### config.mk
export PLATFORM = sky130hd
export DESIGN_NAME = secuenciador_interrupcion
export DESIGN_NICKNAME = d
export VERILOG_FILES = /design/src/rtl/secuenciador_interrupcion.sv
export SDC_FILE = /design/constraint.sdc
export NUM_CORES = 1
export LEC_CHECK = 0
export ABC_AREA = 1
export BUFFER_PORTS_ARGS = -buffer_cell sky130_fd_sc_hd__clkbuf_2
export CAP_MARGIN = 15
export CORE_MARGIN = 10
export CORE_UTILIZATION = 35
export CTS_CLUSTER_DIAMETER = 30
export DETAILED_ROUTE_END_ITERATION = 6
export PLACE_DENSITY_LB_ADDON = 0.25
export SYNTH_ARGS = -nofsm -noshare
export SYNTH_HDL_FRONTEND = slang
export SYNTH_SLANG_ARGS = --single-unit
### constraint.sdc
create_clock -name i_clk -period 3.21 [get_ports i_clk]
set_clock_uncertainty 0.05 [all_clocks]
set_input_delay 0.642 -clock i_clk [delete_from_list [all_inputs] [get_ports i_clk]]
set_output_delay 0.642 -clock i_clk [all_outputs]
set_load 0.05 [all_outputs]
### src/rtl/secuenciador_interrupcion.sv
// secuenciador_interrupcion: CPU-side interrupt sequencer.
// Watches the controller's pending/in-service vectors, decides when to take
// an interrupt, strobes s_calli/s_reti back, redirects the PC and keeps a
// return-address stack so interrupts can nest.
// Optional feature: define INT_MASK_EN to add a software-writable line mask.
module secuenciador_interrupcion #(
    parameter int WIDTH = 8,
    parameter int DEPTH = 8,
    parameter int PCW   = 10
) (
    input  logic             i_clk,
    input  logic             i_reset,
    input  logic [WIDTH-1:0] i_int_s,
    input  logic [WIDTH-1:0] i_int_a,
    input  logic             i_ei,
    input  logic             i_di,
    input  logic             i_reti_op,
    input  logic [PCW-1:0]   i_pc_actual,
    input  logic             i_mask_we,
    input  logic [WIDTH-1:0] i_mask_in,
    output logic [WIDTH-1:0] o_s_calli,
    output logic [WIDTH-1:0] o_s_reti,
    output logic             o_pc_sel,
    output logic [PCW-1:0]   o_pc_out,
    output logic             o_stall,
    output logic             o_err_pila
);

    localparam int SPW = $clog2(DEPTH + 1);
    localparam int IW  = (DEPTH > 1) ? $clog2(DEPTH) : 1;
    localparam int KW  = (WIDTH > 1) ? $clog2(WIDTH) : 1;
    localparam logic [PCW-1:0] VEC_BASE = PCW'(10'h200);
    localparam logic [SPW-1:0] SP_FULL  = SPW'(DEPTH);

    typedef enum logic [1:0] {ST_IDLE, ST_CALL, ST_RET} state_t;

    state_t           r_state, w_next;
    logic             r_ie;
    logic [SPW-1:0]   r_sp;
    logic             r_err;
    logic [WIDTH-1:0] r_k_oh;
    logic [WIDTH-1:0] r_j_oh;
    logic [PCW-1:0]   r_vec;
    logic [PCW-1:0]   r_stack [DEPTH];

    logic [WIDTH-1:0] w_mask;
    logic [WIDTH-1:0] w_cand;
    logic [WIDTH-1:0] w_cand_oh;
    logic [WIDTH-1:0] w_act_oh;
    logic [KW-1:0]    w_cand_idx;
    logic             w_take;
    logic [IW-1:0]    w_top_idx;
    logic [PCW-1:0]   w_top;
    logic [PCW-1:0]   w_vec;

    // Isolate the highest set bit; zero in gives zero out.
    function automatic logic [WIDTH-1:0] f_hp_oh(input logic [WIDTH-1:0] x);
        logic [WIDTH-1:0] r;
        r = '0;
        for (int i = 0; i < WIDTH; i++) begin
            if (x[i]) begin
                r    = '0;
                r[i] = 1'b1;
            end
        end
        return r;
    endfunction

    // Index of the highest set bit (0 when x is zero; callers gate on x != 0).
    function automatic logic [KW-1:0] f_hp_idx(input logic [WIDTH-1:0] x);
        logic [KW-1:0] r;
        r = '0;
        for (int i = 0; i < WIDTH; i++) begin
            if (x[i]) r = KW'(i);
        end
        return r;
    endfunction

`ifdef INT_MASK_EN
    logic [WIDTH-1:0] r_mask;

    // Software mask; a write takes effect from the following cycle.
    always_ff @(posedge i_clk) begin
        if (i_reset)        r_mask <= '1;
        else if (i_mask_we) r_mask <= i_mask_in;
    end

    assign w_mask = r_mask;
`else
    logic w_unused_mask;
    assign w_mask        = '1;
    assign w_unused_mask = ^{i_mask_we, i_mask_in};
`endif

    // Comparing the one-hot highest bits as unsigned numbers is the same as
    // hp(cand) > hp(int_a) with hp(0) = -1, and it implies cand != 0.
    assign w_cand     = i_int_s & ~i_int_a & w_mask;
    assign w_cand_oh  = f_hp_oh(w_cand);
    assign w_act_oh   = f_hp_oh(i_int_a);
    assign w_cand_idx = f_hp_idx(w_cand);
    assign w_take     = r_ie && (w_cand_oh > w_act_oh) && (r_sp < SP_FULL) && !i_reti_op;
    assign w_vec      = VEC_BASE + PCW'(WIDTH - 1) - PCW'(w_cand_idx);
    assign w_top_idx  = IW'(r_sp - SPW'(1));
    assign w_top      = r_stack[w_top_idx];

    // State register.
    always_ff @(posedge i_clk) begin
        if (i_reset) r_state <= ST_IDLE;
        else         r_state <= w_next;
    end

    // Next-state and output decode; outputs depend only on registered state.
    always_comb begin
        w_next    = r_state;
        o_s_calli = '0;
        o_s_reti  = '0;
        o_pc_sel  = 1'b0;
        o_pc_out  = '0;
        o_stall   = 1'b0;
        case (r_state)
            ST_IDLE: begin
                if (i_reti_op)   w_next = ST_RET;
                else if (w_take) w_next = ST_CALL;
            end
            ST_CALL: begin
                o_s_calli = r_k_oh;
                o_pc_sel  = 1'b1;
                o_pc_out  = r_vec;
                o_stall   = 1'b1;
                w_next    = ST_IDLE;
            end
            ST_RET: begin
                if (r_sp != '0) begin
                    o_s_reti = r_j_oh;
                    o_pc_sel = 1'b1;
                    o_pc_out = w_top;
                    o_stall  = 1'b1;
                end
                w_next = ST_IDLE;
            end
            default: w_next = ST_IDLE;
        endcase
    end

    // Enable flag, latched call/return targets, stack pointer and error flag.
    always_ff @(posedge i_clk) begin
        if (i_reset) begin
            r_ie   <= 1'b0;
            r_sp   <= '0;
            r_err  <= 1'b0;
            r_k_oh <= '0;
            r_j_oh <= '0;
            r_vec  <= '0;
        end else begin
            if (i_di)      r_ie <= 1'b0;
            else if (i_ei) r_ie <= 1'b1;

            case (r_state)
                ST_IDLE: begin
                    if (i_reti_op) begin
                        r_j_oh <= w_act_oh;
                    end else if (w_take) begin
                        r_k_oh <= w_cand_oh;
                        r_vec  <= w_vec;
                    end
                end
                ST_CALL: begin
                    if (r_sp == SP_FULL) r_err <= 1'b1;
                    else                 r_sp  <= r_sp + SPW'(1);
                end
                ST_RET: begin
                    if (r_sp == '0) r_err <= 1'b1;
                    else            r_sp  <= r_sp - SPW'(1);
                end
                default: ;
            endcase
        end
    end

    // Return-address storage; a reset in the CALL cycle drops the push.
    always_ff @(posedge i_clk) begin
        if (!i_reset && r_state == ST_CALL && r_sp < SP_FULL)
            r_stack[r_sp[IW-1:0]] <= i_pc_actual;
    end

    assign o_err_pila = r_err;

endmodule
==> flow_summary.ini <==
[run_status]
outcome = finished, final reports clean

[clock_tree]
cts.sinks = 108
clk_latency_ps = 360
cts_buffer_depth = 2
root_buffer = clkbuf_16
cts_tree = done
cts_max_level = 3
cts_made_buffers = 9
hold_buffers = 0
path_clk_slew_ps = 70

[power]
power_frac_clock_pct = 36.5
ir_worst_vdd_uv = 384
design_power_total_mw = 3.15
p_switching_mw = 0.855
pwr-share-comb_pct = 15.1
seqPwrFrac_pct = 48.4
p_sw_share_pct = 27.1
p_per_area_nw_per_um2 = 517
intPower_mw = 2.30
p_leak_nw = 2.48

[yosys]
synthFlopType = edfxtp_1
ys_seq_area_share_pct = 58.7
synth_cell_type_count = 36
avgSynthCellArea_sq_um = 9.55
synth_edf_count = 80
synth_area_sq_um = 5040
synth_xor_area_share_pct = 0.347
synthSimpleGateAreaFrac_pct = 19.2
synthCells = 528
synth_top_family_by_area = simple AND/OR/NAND/NOR gates
synth-compound-area-share_pct = 11.2
yosysWarningCount = 0
postSynth.asyncResetShare_pct = 0
synth_nets = 580
ys_ff_latch = 108
synth.mux.area_fraction_pct = 0.198
synth_adder_area_share_pct = 2.98

[setup_path]
end_kind = primary output
worstSetupPathType = reg2out
r2r_slack_ps = 1120
crit_top_cell = inv_1
max_stage_delay_ps = 420
critical_path.slowest_cell = dfxtp_1
cp.arrival_ps = 2380
path_cells = inv_1 -> ha_1 -> xnor2_1 -> inv_1 -> o211ai_1 -> nand3_1 -> o21ai_0 -> buf_12
crit_path_start_kind = flip-flop
critPathRequiredTime_ps = 2520
cp_top_family = buffers and inverters
crit_fanout = 11
worst-path-buf-inv = 3

[min_path]
min_path_type = in2reg

[floorplanning]
die_x_um = 140
die_y_um = 140
fp.dieArea_sq_um = 19600
core_area_sq_um = 14000
io_pins = 69
start_util_pct = 36.1
rows = 43

[timing]
finalMaxSlewViolations = 0
tns_ps = 0
period_minus_slack_ps = 3070
tightestPinTransition_ps = 485
fin_ws_ps = 138
fmax_mhz = 326
fin_crit_sh_pct = 95.7
slew-limit-headroom_pct = 67.4
setup_viol = 0
hold_viol = 0
rsz0062_at_grt = false

[global_routing]
grt_pass1_vias = 3804
grtUsageTotal_pct = 12.1
antenna_found_initial = 0
grt_max_degree = 45
grt_pass1_wl_mm = 19.1
gr-total-overflow = 0

[layout]
drive_gt1_share_pct = 18.6
area_growth_pct = 21.0
fill_cells = 1340
final_util_pct = 43.6
final_nets = 643

[route]
drt_iter0_markers = 232
firstDrtPassIters = 5
avgRoutedWirePerCell_um = 15.3
drc = 0
num_vias = 3737
ant_nets = 0
wl_mm = 11.9
via_per_inst = 4.81

[placement]
post-place-ws_ps = 327
dp_hpwl_mm = 8.23
routabilityCongestion = 0.849
port_buffers = 59

[run]
maxCapViolCount = 0
[Yosys cell counts (3+ instances only)]
cell	n	share of area, %
a21oi_1	17	1.7
a31oi_1	3	0.37
buf_2	10	0.99
buf_6	4	0.89
clkbuf_1	8	0.60
dfxtp_1	28	11
edfxtp_1	80	48
ha_1	12	3.0
inv_1	57	4.2
inv_2	3	0.22
nand2_1	68	5.1
nand3_1	18	1.8
nand4_1	3	0.37
nor2_1	118	8.8
nor3_1	3	0.30
o211ai_1	8	1.2
o21ai_0	53	5.3
o32ai_1	12	2.1
[through the flow]
stage	instances	hold WS, ps	cell area, sq um
finish	777	399	6100
floorplan	528	375	5040
detailed placement	759	409	5770
global route	776	399	6100
CTS	775	391	6080
global placement	759	393	5770
[metal layers]
layer | vias to the layer above | part of all wire [%] | global-route usage [%]
met3 | 13 | 5.5 | 3.82
li1 | 1904 | - | -
met4 | 0 | 1.3 | 3.91
met1 | 1734 | 45 | 15.1
met5 | - | 0 | 0
met2 | 86 | 48 | 19.5
[worst register-to-register path, cell delays in order (launching register included)]
cell and delay (ps):
dfxtp_1 330, inv_1 80, ha_1 420, nand3_1 190, inv_1 120, nand2_1 100
nor3_1 280, buf_4 250
[cell type report]
type	count	area [sq um]	area share, %
sequential	108	2960	48.5
antenna	1	2.50	0.0410
inverter	61	233	3.81
clock buffer	9	225	3.69
timing repair buffer	76	646	10.6
tap	180	225	3.69
clock inverter	7	86.3	1.41
multi-input combinational	335	1720	28.2
[registers in the layout (all words and copies together), names as in the netlist]
name,flops
r_ie,1
r_j_oh,8
r_vec,4
r_sp,4
r_state,2
r_stack,80
o_err_pila,1
r_k_oh,8
[repair_timing]
action / 4_1_cts / 5_1_grt
endpoints found under the setup margin: 0 / 5
resized for setup: 0 / 6
setup buffers: 0 / 1
[power groups by stage]
stage,clock (mW),sequential (mW),combinational [mW]
floorplan,0,1.56,0.325
finish,1.15,1.53,0.476
CTS,1.18,1.53,0.475
detailed placement,0,1.56,0.472
global route,1.23,1.53,0.530
global placement,0,1.56,0.459
[cell usage in the layout, fill, tap and decap left out, drive strengths merged, types with 8 or more instances in the layout]
cell type	Yosys	final
inv	60	64
a21oi	17	17
clkbuf	8	54
nor2	123	123
o21ai	54	54
nand3	19	19
o211ai	8	8
edfxtp	80	80
ha	12	12
nand2	69	69
buf	16	31
o32ai	12	12
dfxtp	28	28
[cells by family (layout without fill, tap and decap cells)]
| group | count (synthesis) | in the layout |
|---|---|---|
| AND/OR/NAND/NOR | 223 | 223 |
| adder cells (fa/ha/maj) | 12 | 12 |
| XOR/XNOR | 2 | 2 |
| buffers and inverters | 85 | 153 |
| flip-flops | 108 | 108 |
| AO/OA/AOI/OAI | 97 | 97 |
| other | 0 | 1 |
| multiplexers | 1 | 1 |
[worst paths after layout]
kind / start / endpoint / cells after the start
setup / recovery: r_sp[1]$_SDFFE_PP0P_ / o_pc_out[0] / 8
hold / removal: i_di / r_ie$_SDFFE_PP0P_ / 2
setup reg to reg: r_state[1]$_SDFFE_PP0P_ / r_stack[6][3]$_DFFE_PP_ / 7
hold reg to reg: o_err_pila$_SDFFE_PP0P_ / o_err_pila$_SDFFE_PP0P_ / 2
(Power assumes the default switching activity.)
